==> src/rtl/videomem_rd_req_gen_if.sv <==
// ---------------------------------------------------------------------------
// videomem_rd_req_gen_if
//   Request/return bus between the frame-buffer read-request generator and
//   the memory controller.
//
//   Signals:
//     mem_ready     controller -> generator  controller can take requests
//     read_req_ack  controller -> generator  request accepted this cycle
//     rdata_valid   controller -> generator  one returned data word
//     read_request  generator  -> controller burst read request
//     read_addr     generator  -> controller burst start word address
//
//   Handshake: a burst is transferred on every clock edge where
//   read_request && read_req_ack are both high. Once read_request is raised,
//   read_request and read_addr stay stable until that transfer happens.
//   read_req_ack while read_request is low has no effect. rdata_valid marks
//   one returned word; BURST_LEN such words complete one accepted burst.
// ---------------------------------------------------------------------------
interface videomem_rd_req_gen_if #(
    parameter int ADDR_W = 25
);
    logic              mem_ready;
    logic              read_req_ack;
    logic              rdata_valid;
    logic              read_request;
    logic [ADDR_W-1:0] read_addr;

    modport master (
        input  mem_ready,
        input  read_req_ack,
        input  rdata_valid,
        output read_request,
        output read_addr
    );

    modport slave (
        output mem_ready,
        output read_req_ack,
        output rdata_valid,
        input  read_request,
        input  read_addr
    );
endinterface

==> src/rtl/videomem_rd_req_gen.sv <==
// ---------------------------------------------------------------------------
// videomem_rd_req_gen
//   Frame-buffer read-request generator for the display path. Walks a frame
//   of V_LINES lines, each H_WORDS words long, in bursts of BURST_LEN words,
//   starting at frame_base with line_stride between lines. Feeding is gated
//   by pixel FIFO hysteresis and by a limit on bursts still in flight.
//
//   Ports:
//     mem_clock    the only clock
//     reset_n      asynchronous active-low reset
//     vsync        vertical sync (asynchronous); falling edge restarts a frame
//     frame_base   frame start word address, sampled at restart
//     line_stride  address step between lines, sampled at restart
//     fifo_level   pixel FIFO fill level (mem_clock domain)
//     mem          request/return bus (master side)
//     frame_done   one-cycle pulse after the last burst of a frame is accepted
//     busy         high while in ACTIVE or HOLD
//     state_dbg    current FSM state (IDLE=0, ACTIVE=1, HOLD=2, DONE=3)
// ---------------------------------------------------------------------------
module videomem_rd_req_gen #(
    parameter int ADDR_W         = 25,
    parameter int H_WORDS        = 1280,
    parameter int V_LINES        = 720,
    parameter int BURST_LEN      = 8,
    parameter int LVL_W          = 2,
    parameter int THRESHOLD_LOW  = 1,
    parameter int THRESHOLD_HIGH = 3,
    parameter int MAX_OUTST      = 2
) (
    input  logic                  mem_clock,
    input  logic                  reset_n,
    input  logic                  vsync,
    input  logic [ADDR_W-1:0]     frame_base,
    input  logic [ADDR_W-1:0]     line_stride,
    input  logic [LVL_W-1:0]      fifo_level,
    videomem_rd_req_gen_if.master mem,
    output logic                  frame_done,
    output logic                  busy,
    output logic [1:0]            state_dbg
);
    localparam int HB    = H_WORDS / BURST_LEN;
    localparam int HC_W  = (HB > 1) ? $clog2(HB) : 1;
    localparam int VC_W  = $clog2(V_LINES + 1);
    localparam int BL_SH = $clog2(BURST_LEN);
    localparam int BT_W  = (BURST_LEN > 1) ? BL_SH : 1;

    localparam logic [HC_W-1:0] LAST_H    = HC_W'(HB - 1);
    localparam logic [VC_W-1:0] LAST_V    = VC_W'(V_LINES - 1);
    localparam logic [BT_W-1:0] LAST_BEAT = BT_W'(BURST_LEN - 1);
    localparam logic [3:0]      OUTST_LIM = 4'(MAX_OUTST);

    typedef enum logic [1:0] {IDLE = 2'd0, ACTIVE = 2'd1, HOLD = 2'd2, DONE = 2'd3} state_t;

    state_t            state, state_nx;
    logic [3:0]        vsync_sr;
    logic              feed;
    logic [3:0]        outstanding, outst_nx;
    logic [BT_W-1:0]   beat;
    logic [HC_W-1:0]   hcnt;
    logic [VC_W-1:0]   vcnt;
    logic [ADDR_W-1:0] line_base;
    logic [ADDR_W-1:0] stride_lat;
    logic              restart_pending;

    // Sampled falling edge of the synchronised vsync.
    logic restart;
    assign restart = (vsync_sr[3:2] == 2'b10);

    logic accept, beat_valid, wrap, reload_now, last_burst;
    logic can_issue, can_issue_b2b, reload, advance;

    assign accept     = (state == HOLD) && mem.read_req_ack;
    // Returned words with nothing in flight belong to no burst we know of.
    assign beat_valid = mem.rdata_valid && (outstanding != 4'd0);
    assign wrap       = beat_valid && (beat == LAST_BEAT);
    assign reload_now = restart || restart_pending;
    assign last_burst = (hcnt == LAST_H) && (vcnt == LAST_V);

    always_comb begin
        outst_nx = outstanding;
        if (accept && !wrap) begin
            outst_nx = outstanding + 4'd1;
        end else if (!accept && wrap) begin
            outst_nx = outstanding - 4'd1;
        end
    end

    assign can_issue     = mem.mem_ready && feed && (outstanding < OUTST_LIM);
    // Back-to-back decision sees the count as it will be after this accept.
    assign can_issue_b2b = mem.mem_ready && feed && (outst_nx < OUTST_LIM);

    // A restart outside HOLD reloads at once; in HOLD it waits for the accept,
    // and that accept consumes the held request without advancing the walk.
    assign reload  = (restart && (state != HOLD)) || (accept && reload_now);
    assign advance = accept && !reload_now;

    // FSM state register
    always_ff @(posedge mem_clock or negedge reset_n) begin
        if (!reset_n) begin
            state <= IDLE;
        end else begin
            state <= state_nx;
        end
    end

    // FSM next state
    always_comb begin
        state_nx = state;
        case (state)
            IDLE:   if (restart) state_nx = ACTIVE;
            ACTIVE: if (can_issue) state_nx = HOLD;
            HOLD: begin
                if (accept) begin
                    if (reload_now)         state_nx = ACTIVE;
                    else if (last_burst)    state_nx = DONE;
                    else if (can_issue_b2b) state_nx = HOLD;
                    else                    state_nx = ACTIVE;
                end
            end
            DONE:   if (restart) state_nx = ACTIVE;
            default: state_nx = IDLE;
        endcase
    end

    // FSM outputs; the address is derived from the walk counters, which only
    // move on accept or reload, so it is stable for as long as HOLD lasts.
    always_comb begin
        mem.read_request = (state == HOLD);
        mem.read_addr    = line_base + (ADDR_W'(hcnt) << BL_SH);
        busy             = (state == ACTIVE) || (state == HOLD);
        state_dbg        = state;
    end

    // Synchroniser, feed hysteresis, in-flight tracking, frame walk.
    always_ff @(posedge mem_clock or negedge reset_n) begin
        if (!reset_n) begin
            vsync_sr        <= 4'b0000;
            feed            <= 1'b1;
            outstanding     <= 4'd0;
            beat            <= '0;
            hcnt            <= '0;
            vcnt            <= '0;
            line_base       <= '0;
            stride_lat      <= '0;
            restart_pending <= 1'b0;
            frame_done      <= 1'b0;
        end else begin
            vsync_sr <= {vsync_sr[2:0], vsync};

            if (32'(fifo_level) <= THRESHOLD_LOW) begin
                feed <= 1'b1;
            end else if (32'(fifo_level) >= THRESHOLD_HIGH) begin
                feed <= 1'b0;
            end

            outstanding <= outst_nx;
            if (beat_valid) begin
                beat <= wrap ? '0 : beat + BT_W'(1);
            end

            if (state == HOLD && restart && !accept) begin
                restart_pending <= 1'b1;
            end else if (accept) begin
                restart_pending <= 1'b0;
            end

            frame_done <= advance && last_burst;

            if (reload) begin
                line_base  <= frame_base;
                stride_lat <= line_stride;
                hcnt       <= '0;
                vcnt       <= '0;
            end else if (advance) begin
                if (hcnt == LAST_H) begin
                    hcnt      <= '0;
                    line_base <= line_base + stride_lat;
                    vcnt      <= vcnt + VC_W'(1);
                end else begin
                    hcnt <= hcnt + HC_W'(1);
                end
            end
        end
    end
endmodule

==> src/flat_wrapper.sv <==
// flat-port wrapper written by rule: the top's interface ports become plain ports
module videomem_rd_req_gen_flat 
#(
    parameter int ADDR_W         = 25,
    parameter int H_WORDS        = 1280,
    parameter int V_LINES        = 720,
    parameter int BURST_LEN      = 8,
    parameter int LVL_W          = 2,
    parameter int THRESHOLD_LOW  = 1,
    parameter int THRESHOLD_HIGH = 3,
    parameter int MAX_OUTST      = 2
)
  (mem_clock, reset_n, vsync, frame_base, line_stride, fifo_level, frame_done, busy, state_dbg, mem_mem_ready, mem_read_req_ack, mem_rdata_valid, mem_read_request, mem_read_addr);
  videomem_rd_req_gen_if #(.ADDR_W(ADDR_W)) mem_i ();
  input  logic mem_clock;
  input  logic reset_n;
  input  logic vsync;
  input  logic [ADDR_W-1:0] frame_base;
  input  logic [ADDR_W-1:0] line_stride;
  input  logic [LVL_W-1:0] fifo_level;
  output logic frame_done;
  output logic busy;
  output logic [1:0] state_dbg;
  input wire logic [$bits(mem_i.mem_ready)-1:0] mem_mem_ready;
  input wire logic [$bits(mem_i.read_req_ack)-1:0] mem_read_req_ack;
  input wire logic [$bits(mem_i.rdata_valid)-1:0] mem_rdata_valid;
  output wire logic [$bits(mem_i.read_request)-1:0] mem_read_request;
  output wire logic [$bits(mem_i.read_addr)-1:0] mem_read_addr;
  assign mem_i.mem_ready = mem_mem_ready;
  assign mem_i.read_req_ack = mem_read_req_ack;
  assign mem_i.rdata_valid = mem_rdata_valid;
  assign mem_read_request = mem_i.read_request;
  assign mem_read_addr = mem_i.read_addr;
  videomem_rd_req_gen #(.ADDR_W(ADDR_W), .H_WORDS(H_WORDS), .V_LINES(V_LINES), .BURST_LEN(BURST_LEN), .LVL_W(LVL_W), .THRESHOLD_LOW(THRESHOLD_LOW), .THRESHOLD_HIGH(THRESHOLD_HIGH), .MAX_OUTST(MAX_OUTST)) u_core (.mem_clock(mem_clock), .reset_n(reset_n), .vsync(vsync), .frame_base(frame_base), .line_stride(line_stride), .fifo_level(fifo_level), .mem(mem_i), .frame_done(frame_done), .busy(busy), .state_dbg(state_dbg));
endmodule
==> config.mk <==
export PLATFORM = sky130hd
export DESIGN_NAME = videomem_rd_req_gen_flat
export DESIGN_NICKNAME = d
export VERILOG_FILES = /design/src/rtl/videomem_rd_req_gen_if.sv /design/src/rtl/videomem_rd_req_gen.sv /design/src/flat_wrapper.sv
export SDC_FILE = /design/constraint.sdc
export NUM_CORES = 1
export LEC_CHECK = 0
export ABC_AREA = 1
export CORE_MARGIN = 10
export CORE_UTILIZATION = 56
export DETAILED_ROUTE_END_ITERATION = 12
export PLACE_DENSITY_LB_ADDON = 0.12
export SETUP_SLACK_MARGIN = 0.1
export SLEW_MARGIN = 20
export SYNTH_ARGS = -nofsm -noshare
export SYNTH_HDL_FRONTEND = slang
export SYNTH_SLANG_ARGS = --single-unit
==> constraint.sdc <==
create_clock -name mem_clock -period 3.4 [get_ports mem_clock]
set_input_delay 1.02 -clock mem_clock [delete_from_list [all_inputs] [get_ports mem_clock]]
set_output_delay 1.02 -clock mem_clock [all_outputs]
set_load 0.02 [all_outputs]
==> flow_metrics.py, run 1 <==
metrics = {
    "synth": {
        "syn_inst": 992,
        "ys_ff_latch": 84,
        "synth_top_family_by_area": "simple AND/OR/NAND/NOR gates",
        "synthMuxAreaShare": 0,
        "synth_edf_count": 0,
        "synth_fa_ha_area_frac": 0.0872,
        "syn-num-nets": 1094,
        "yosys-top-cells-area": "dfrtp_1 (32%), nand2_1 (22%), inv_1 (8.6%)",
        "synth_compound_area_frac": 0.0751,
        "synthDistinctLibCells": 40,
        "yosys_warnings": 0,
        "syn-cell-area_mm2": 0.00648,
        "yosysTopAreaCell": "dfrtp_1",
        "netlist.area_leader.share": 0.320,
        "yosys.area_share.simple": 0.365,
        "syn_avg_cell_area_um2": 6.53,
        "synth-xor-area-share": 0.0392,
        "synth-async-reset-ratio": 1.00,
        "ys_seq_area_frac": 0.324,
        "ys_dominant_reg_cell": "dfrtp_1",
    },
    "critical_path": {
        "rr_worst_depth": 16,
        "r2r_start": "u_core.outstanding[1]",
        "endpoint_kind": "output port",
        "path_class": "reg2out",
        "worstPathRequired_ns": 2.38,
        "r2r_setup_slack_ns": 1.10,
        "startpoint_type": "flip-flop",
        "arrival_ns": 2.24,
        "rr_endpoint": "u_core.state_dbg[1]",
        "cp_max_fo": 4,
    },
    "drt": {
        "avgRoutedWirePerCell_um": 14.7,
        "drt_iter0_drc": 427,
        "ant_nets": 0,
        "drt-total-wl_mm": 18.2,
        "num_vias": 6428,
        "drcViolationCount": 0,
        "avgViaCountPerCell": 5.18,
        "first_pass_iters": 5,
    },
    "floorplanning": {
        "core_area_mm2": 0.0114,
        "floorplan.initialDensity": 0.570,
        "die_w_um": 128,
        "die_y_um": 128,
        "rows": 39,
        "dieArea_mm2": 0.0163,
        "num_io_pins": 88,
    },
    "clocking": {
        "ctsRootBufferMaster": "clkbuf_16",
        "clk_pin_slew_ns": 0.07,
        "clockBufferDepth": 2,
        "clk_latency_ns": 0.35,
        "hold_buffers": 0,
        "cts.htree.levels": 3,
        "cts_tree": "built",
        "cts.sinks": 84,
        "cts_buffers": 9,
    },
    "sta": {
        "max_freq_mhz": 306,
        "worst_slack_ns": 0.136,
        "report.final.slew_viol_count": 0,
        "worst_pin_slew_ns": 0.712,
        "rsz0062_at_grt": "true",
        "setup_tns_ns": 0,
        "min_period_ns": 3.26,
        "slew_headroom": 0.525,
        "setup_viol": 0,
        "clock-skew-final_ns": 0.0114,
        "hold_viol": 0,
        "finalCritPeriodShare": 0.960,
    },
    "global_route": {
        "grt_pass1_wl_mm": 29.7,
        "grt_pass1_vias": 6334,
        "busiest_layer": "met2",
        "grt_max_degree": 55,
        "grt_usage": 0.222,
        "antenna_found_initial": 0,
        "use_met2": 0.390,
        "overflow": 0,
        "met3_usage": 0.0405,
        "gr-usage-met1": 0.253,
    },
    "flow_run": {
        "cap_violations": 0,
    },
    "power_and_ir_drop": {
        "powerDensity_mw_per_mm2": 940,
        "peakVddDrop_v": 0.000857,
        "p_leak_uw": 0.00431,
        "power_uw": 7500,
    },
    "final_layout": {
        "finalNonFillerCells": 1242,
        "nNetsFinal": 1196,
        "diodes": 0,
        "syn2layout_area_growth_pct": 23.1,
        "drive_gt1_frac": 0.0828,
    },
    "min_path": {
        "hp-class": "reg2reg",
        "whs_endpoint": "u_core.vsync_sr[2]",
        "min_from": "u_core.vsync_sr[1]",
        "min_path_cells": 0,
    },
    "place": {
        "numPortBuffers": 87,
        "gp_routability_congestion": 0.977,
        "place_ws_ns": -0.109,
        "dp_hpwl_mm": 14.1,
        "place_inst": 1225,
    },
    "run_status": {
        "status": "finished clean",
    },
}
report_power, final:
group	switching [uW]	leakage, uW	internal [uW]
logic	2910	0.00311	1810
registers	406	0.00106	1400
clock network	431	0.000136	541
how the worst max path moves through the flow:
stage,start,to,slack [ns]
3_5_place_dp,u_core.line_base[3],mem_read_addr[23],-0.11
2_1_floorplan,u_core.hcnt[0],mem_read_addr[23],0.38
6_report,u_core.line_base[7],mem_read_addr[12],0.14
4_1_cts,u_core.line_base[3],mem_read_addr[23],0.02
3_3_place_gp,u_core.line_base[3],mem_read_addr[23],-0.08
5_1_grt,u_core.hcnt[0],mem_read_addr[13],0.07
layout by cell type, fill, tap and decap left out, types with 3 or more instances in the layout:
cell	netlist	final
nand2_1	378	378
buf_12	0	3
o211ai_1	5	5
xor2_1	17	17
a21oi_1	34	31
xnor2_1	12	11
buf_2	8	10
nand3_1	57	55
clkdlybuf4s50_1	0	66
nand3b_1	4	4
o21ai_0	29	28
inv_2	4	5
nor3_1	18	18
dlygate4sd2_1	0	4
buf_4	7	26
dfrtp_1	83	83
inv_1	148	146
ha_4	0	5
nor2_1	93	91
clkbuf_16	0	9
nand4_1	17	17
ha_1	42	36
a21oi_4	2	3
layer usage:
layer | vias up | routed length [um]
met3 | 47 | 752
met5 | - | 0
li1 | 3299 | -
met2 | 144 | 9100
met1 | 2938 | 7700
met4 | 0 | 689
sequential cells by signal (all words and copies together) (netlist names):
name and cells:
u_core.line_base 25, u_core.beat 3, u_core.outstanding 4, u_core.state_dbg 2, u_core.vcnt 10, u_core.frame_done 1
u_core.hcnt 8, u_core.stride_lat 25, u_core.restart_pending 1, u_core.vsync_sr 4, u_core.feed 1
cells by family (layout without fill, tap and decap cells):
logic type | Yosys count | after routing
and+or+nand+nor | 578 | 578
DFF | 84 | 84
AOI/OAI and AO/OA | 84 | 84
xor gates and xnor gates | 29 | 29
adders and majority gates | 44 | 44
buffers and inverters | 173 | 280
what timing repair did:
| item | CTS | global route |
|---|---|---|
| pin swaps | 2 | 6 |
| gates resized for setup | 67 | 32 |
| endpoints found under the hold margin | 0 | 0 |
| buffers inserted | 0 | 1 |
| setup endpoints to repair | 20 | 18 |
area by class of cell:
cell class | count | area (um2)
well taps | 143 | 179
inverters | 152 | 573
multi-input cells | 735 | 3810
fillers | 1030 | 3390
clock inverters | 4 | 32.5
clock buffers | 12 | 256
repair buffers | 112 | 1030
flip-flops and latches | 84 | 2100
through the flow:
stage                     instance area (um2)  hold slack, ns   util
after floorplan                          6480           0.331      -
after global placement                   7610           0.336  0.669
after detailed placement                 7610           0.346  0.669
after CTS                                7890           0.371  0.694
after global routing                     7980           0.376  0.702
final                                    7980           0.363  0.702
critical path, stage by stage (launching register included):
cell	delay, ns
dfrtp_1	0.41
ha_1	0.36
nand2_1	0.09
nand2_1	0.10
a21oi_1	0.15
nand2_1	0.09
a21oi_2	0.20
buf_4	0.14
buf_4	0.09
xnor2_1	0.10
buf_4	0.16
Yosys cell counts (5+ instances only):
cell	count
nand3_1	57
buf_2	8
nor2_1	93
nand2_1	378
nand4_1	17
o21ai_0	29
buf_4	7
nor3_1	18
ha_1	42
inv_1	148
a21oi_1	34
dfrtp_1	83
xor2_1	17
o211ai_1	5
xnor2_1	12
No activity file was read; power rests on OpenSTA's default activity.
==> inputs of run 2 (changes only) <==
--- a/config.mk
+++ b/config.mk
@@ -6,6 +6,7 @@
 export NUM_CORES = 1
 export LEC_CHECK = 0
 export ABC_AREA = 1
+export ABC_CLOCK_PERIOD_IN_PS = 3100
 export CORE_MARGIN = 10
 export CORE_UTILIZATION = 56
 export DETAILED_ROUTE_END_ITERATION = 12
==> constraint.sdc (replaced) <==
create_clock -name mem_clock -period 3.1 [get_ports mem_clock]
set_input_delay 0.93 -clock mem_clock [delete_from_list [all_inputs] [get_ports mem_clock]]
set_output_delay 0.93 -clock mem_clock [all_outputs]
set_load 0.02 [all_outputs]
==> run 2 against run 1 <==
Compared with the run above: cell area is 4.5% higher; sequential share of layout area shrank 1.1 points; critical endpoint is now mem_read_addr[23]; clock skew shrank 0.0041 ns; critical path type unchanged; largest cell class unchanged; critical path depth fell by 1; setup slack worse by 0.17 ns; final cell count grew 2.7%; the run now ends with negative setup slack left.
==> flow_metrics.py, run 2 (same netlist as run 1, synthesis figures left out) <==
metrics = {
    "sta": {
        "rsz0062_at_grt": "true",
        "report.final.slew_viol_count": 0,
        "hold_slack_ns": 0.361,
        "worst_slack_ns": -0.0376,
        "setup_viol": 2,
        "max_freq_mhz": 319,
        "slew_headroom": 0.661,
        "hold_viol": 0,
        "min_period_ns": 3.14,
        "clock-skew-final_ns": 0.00732,
        "worst_pin_slew_ns": 0.508,
        "finalCritPeriodShare": 1.01,
    },
    "min_path": {
        "min_path_cells": 0,
        "hp-class": "reg2reg",
    },
    "critical_path": {
        "worstPathRequired_ns": 2.17,
        "cp_slowest_stage_delay_ns": 0.36,
        "worstPathCellList": "ha_2, inv_2, fa_2, o21ai_2, a21oi_2, nor2_2, nand3b_1, xor2_1, buf_4",
        "cp_max_fo": 4,
        "rr_endpoint": "u_core.state_dbg[0]",
        "endpoint": "mem_read_addr[23]",
        "startpoint_type": "flip-flop",
        "r2r_start": "u_core.outstanding[1]",
        "startpoint": "u_core.hcnt[0]",
        "rr_worst_depth": 14,
        "arrival_ns": 2.21,
        "r2r_setup_slack_ns": 0.83,
        "slowest_stage": "fa_2",
        "endpoint_kind": "output port",
        "path_class": "reg2out",
    },
    "flow_run": {
        "cap_violations": 0,
    },
    "drt": {
        "drcViolationCount": 0,
        "avgViaCountPerCell": 5.27,
        "first_pass_iters": 5,
        "drt_iter0_drc": 570,
        "ant_nets": 0,
        "num_vias": 6717,
        "drt-total-wl_mm": 18.6,
        "avgRoutedWirePerCell_um": 14.6,
    },
    "power_and_ir_drop": {
        "peakVddDrop_v": 0.000719,
        "p_seq_frac": 0.223,
        "pwr-share-clk": 0.129,
        "powerDensity_mw_per_mm2": 1040,
        "p_leak_uw": 0.00452,
        "p_sw_frac": 0.487,
        "p_int_uw": 4450,
        "pwr-share-comb": 0.648,
        "p_sw_uw": 4230,
    },
    "global_route": {
        "overflow": 0,
        "grt_max_degree": 85,
        "grt_usage": 0.227,
        "grt_pass1_vias": 6482,
        "grt_pass1_wl_mm": 30.4,
        "antenna_found_initial": 0,
    },
    "final_layout": {
        "syn2layout_area_growth_pct": 28.6,
        "fillers": 918,
        "reg.largest.list": "u_core.line_base x25, u_core.stride_lat x25, u_core.vcnt x10",
        "layout_common_cells": "nand2_1 (375), inv_1 (144), nor2_1 (90)",
        "final_util": 0.733,
        "drive_gt1_frac": 0.125,
        "diodes": 0,
        "postLayoutCellArea_mm2": 0.00834,
        "final_common_cell": "nand2_1",
        "multi_input_area_mm2": 0.00387,
        "regArea_mm2": 0.00210,
        "nNetsFinal": 1229,
    },
    "clocking": {
        "cts.htree.levels": 3,
        "clockBufferDepth": 2,
        "ctsRootBufferMaster": "clkbuf_16",
        "clk_latency_ns": 0.35,
        "cts.sinks": 84,
        "hold_buffers": 0,
        "cts_buffers": 9,
        "cts_tree": "built",
        "clk_pin_slew_ns": 0.06,
    },
    "floorplanning": {
        "die_y_um": 128,
        "num_io_pins": 88,
        "rows": 39,
        "dieArea_mm2": 0.0163,
        "die_w_um": 128,
        "core_area_mm2": 0.0114,
        "floorplan.initialDensity": 0.570,
    },
    "run_status": {
        "status": "finished with violations",
        "failed_checks": "negative setup slack",
    },
    "place": {
        "numPortBuffers": 87,
        "gp_routability_congestion": 0.940,
        "placed_cell_area_mm2": 0.00781,
        "place_ws_ns": -0.313,
        "dp_hpwl_mm": 13.9,
    },
}
==> run 2: cell count changes in the layout (fill, tap and decap cells not counted), sizes merged <==
cell	before	now
buf	40	77
clkdlybuf4s15	1	0
inv	154	153
clkinv	0	1
dlygate4sd2	4	1
bufinv	0	1
clkdlybuf4s50	66	65
==> run 2: worst min path at each step <==
stage                               endpoint          startpoint  slack (ns)
after global routing      u_core.vsync_sr[2]  u_core.vsync_sr[1]        0.37
after global placement    u_core.vsync_sr[1]  u_core.vsync_sr[0]        0.34
after CTS                 u_core.vsync_sr[2]  u_core.vsync_sr[1]        0.36
after floorplan           u_core.vsync_sr[1]  u_core.vsync_sr[0]        0.33
final                     u_core.vsync_sr[1]  u_core.vsync_sr[0]        0.36
after detailed placement  u_core.vsync_sr[2]  u_core.vsync_sr[1]        0.34
==> run 2: worst max-delay path, delay by kind of cell (launching register included) <==
family,cells,cell delay [ns]
AO/OA/AOI/OAI,2,0.28
XOR/XNOR,1,0.18
buffers and inverters,2,0.21
adder cells (fa/ha/maj),2,0.55
AND/OR/NAND/NOR,2,0.29
flip-flops,1,0.35
==> run 2: area by class of cell <==
class / instances / area share
multi-input combinational: 735 / 0.464
clock buffer: 11 / 0.0291
clock inverter: 5 / 0.00705
tap: 143 / 0.0215
inverter: 152 / 0.0687
timing repair buffer: 145 / 0.157
sequential: 84 / 0.252
==> run 2: routing by layer <==
metal,track usage,wire [um]
met5,0,0
met4,0.0768,495
met3,0.0471,1210
met2,0.396,9380
met1,0.271,7530
==> run 2: power groups by stage <==
stage          registers (uW)  logic (uW)  clock network, uW
2_1_floorplan            1850        3560                  0
3_3_place_gp             1900        5330                  0
3_5_place_dp             1900        5430                  0
4_1_cts                  1920        5490               1130
5_1_grt                  1980        6300               1170
6_report                 1930        5630               1120
==> run 2: timing repair <==
action                     in CTS  in global routing
gates cloned                    0                  0
gates resized for setup       113                 33
buffers inserted                3                  4
setup endpoints to repair      21                 19
pin swaps                      13                 11
==> run 2: through the flow <==
stage | cells | total power, uW | TNS (ns)
floorplan | 992 | 5420 | 0
detailed placement | 1252 | 7330 | -2.36
finish | 1275 | 8680 | -0.0501
global route | 1275 | 9440 | -0.495
global placement | 1252 | 7230 | -1.80
CTS | 1271 | 8530 | -0.00438
==> inputs of run 3 (changes only) <==
--- a/config.mk
+++ b/config.mk
@@ -8,9 +8,8 @@
 export ABC_AREA = 1
 export ABC_CLOCK_PERIOD_IN_PS = 3100
 export CORE_MARGIN = 10
-export CORE_UTILIZATION = 56
+export CORE_UTILIZATION = 35
 export DETAILED_ROUTE_END_ITERATION = 12
-export PLACE_DENSITY_LB_ADDON = 0.12
 export SETUP_SLACK_MARGIN = 0.1
 export SLEW_MARGIN = 20
 export SYNTH_ARGS = -nofsm -noshare
==> run 3 against run 2 <==
Compared with the run above: the run still ends with negative setup slack left; power increased by 1.8%; wire length is 6.7% higher; combinational power rose by 3.7%; maximum frequency is 0.42% lower; core utilization shrank 25 points; critical path type unchanged; critical endpoint is now mem_read_addr[13]; largest power group unchanged.
==> flow_metrics.py, run 3 (same netlist as run 1, synthesis figures left out) <==
metrics = {
    "run_status": {
        "status": "finished with violations",
        "failed_checks": "negative setup slack",
    },
    "place": {
        "placed_cell_area_mm2": 0.00797,
        "numPortBuffers": 87,
        "gp_routability_congestion": 0.885,
        "dp_hpwl_mm": 15.1,
        "place_ws_ns": -0.284,
    },
    "drt": {
        "avgRoutedWirePerCell_um": 14.4,
        "drcViolationCount": 0,
        "drt_iter0_drc": 471,
        "ant_nets": 0,
        "drt-total-wl_mm": 19.9,
        "first_pass_iters": 5,
        "avgViaCountPerCell": 4.74,
        "num_vias": 6521,
    },
    "sta": {
        "hold_slack_ns": 0.355,
        "hold_viol": 0,
        "finalCritPeriodShare": 1.02,
        "slew_headroom": 0.629,
        "clock-skew-final_ns": 0.00848,
        "setup_viol": 5,
        "min_period_ns": 3.15,
        "worst_pin_slew_ns": 0.557,
        "report.final.slew_viol_count": 0,
        "rsz0062_at_grt": "true",
        "setup_tns_ns": -0.126,
        "max_freq_mhz": 317,
        "worst_slack_ns": -0.0510,
    },
    "clocking": {
        "cts_buffers": 9,
        "clk_latency_ns": 0.36,
        "cts_tree": "built",
        "cts.htree.levels": 3,
        "hold_buffers": 0,
        "clockBufferDepth": 2,
        "cts.sinks": 84,
        "clk_pin_slew_ns": 0.07,
        "ctsRootBufferMaster": "clkbuf_16",
    },
    "critical_path": {
        "endpoint_kind": "output port",
        "rr_worst_depth": 16,
        "r2r_setup_slack_ns": 0.72,
        "r2r_start": "u_core.outstanding[1]",
        "path_class": "reg2out",
        "startpoint_type": "flip-flop",
        "worstPathRequired_ns": 2.17,
        "rr_endpoint": "u_core.state_dbg[1]",
        "cp_max_fo": 2,
        "arrival_ns": 2.22,
    },
    "global_route": {
        "overflow": 0,
        "grt_max_degree": 46,
        "antenna_found_initial": 0,
        "grt_pass1_wl_mm": 32.4,
        "grt_pass1_vias": 6500,
        "grt_usage": 0.163,
    },
    "final_layout": {
        "drive_gt1_frac": 0.152,
        "fillers": 1844,
        "layout_common_cells": "nand2_1 (367), inv_1 (142), nor2_1 (88)",
        "diodes": 0,
        "syn2layout_area_growth_pct": 34.5,
        "reg.largest.list": "u_core.line_base x25, u_core.stride_lat x25, u_core.vcnt x10",
        "final_common_cell": "nand2_1",
        "nNetsFinal": 1243,
        "postLayoutCellArea_mm2": 0.00872,
    },
    "power_and_ir_drop": {
        "powerDensity_mw_per_mm2": 1010,
        "p_leak_uw": 0.00464,
        "peakVddDrop_v": 0.000663,
    },
    "min_path": {
        "whs_endpoint": "u_core.vsync_sr[2]",
        "min_from": "u_core.vsync_sr[1]",
        "min_path_cells": 0,
        "hp-class": "reg2reg",
    },
    "flow_run": {
        "cap_violations": 0,
    },
    "floorplanning": {
        "dieArea_mm2": 0.0244,
        "num_io_pins": 88,
        "floorplan.initialDensity": 0.358,
        "die_w_um": 156,
        "rows": 49,
        "core_area_mm2": 0.0181,
        "die_y_um": 156,
    },
}
[run 3: worst max-delay path, stage by stage, from the launching register on]
cell and delay (ns):
dfrtp_1 0.36, ha_2 0.19, inv_2 0.05, fa_2 0.38
o21ai_4 0.21, a21oi_4 0.10, buf_6 0.15, inv_4 0.05
nand3_2 0.07, xnor2_2 0.15, buf_4 0.16
[run 3: per-stage QoR]
step,power [uW],cells,util
CTS,8670,1367,0.469
floorplan,5420,992,-
detailed placement,7380,1347,0.441
global route,9700,1375,0.482
finish,8830,1375,0.482
global placement,7370,1347,0.441
[run 3: power by group]
group / internal, uW / switching [uW] / total [uW]
sequential: 1540 / 377 / 1910
clock: 565 / 518 / 1080
combinational: 2390 / 3440 / 5840
total: 4490 / 4340 / 8830
[run 3: worst max path at each step]
stage	startpoint	end	slack, ns
after floorplan	u_core.hcnt[0]	mem_read_addr[23]	0.17
after global placement	u_core.line_base[3]	mem_read_addr[15]	-0.27
after detailed placement	u_core.line_base[3]	mem_read_addr[13]	-0.28
after CTS	u_core.hcnt[0]	mem_read_addr[15]	-0.06
after global routing	u_core.hcnt[0]	mem_read_addr[23]	-0.12
final	u_core.hcnt[0]	mem_read_addr[13]	-0.05
[run 3: layout make-up]
type | count | area, um2 | share of cell area
tap | 229 | 287 | 0.0329
sequential | 84 | 2100 | 0.241
clock buffer | 9 | 225 | 0.0258
inverter | 152 | 576 | 0.0660
multi-input combinational | 735 | 4020 | 0.462
timing repair buffer | 159 | 1440 | 0.165
clock inverter | 7 | 62.6 | 0.00718
[run 3: timing repair]
item	CTS	global route
endpoints found under the setup margin	21	19
setup buffers	4	9
pin swaps	24	33
gates resized for setup	132	42
[run 3: metal layers]
| metal | wire, um | part of all wire | track usage |
|---|---|---|---|
| met3 | 1200 | 0.061 | 0.0416 |
| met2 | 9450 | 0.48 | 0.276 |
| met4 | 289 | 0.015 | 0.0333 |
| met1 | 8920 | 0.45 | 0.206 |
| met5 | 0 | 0 | 0 |
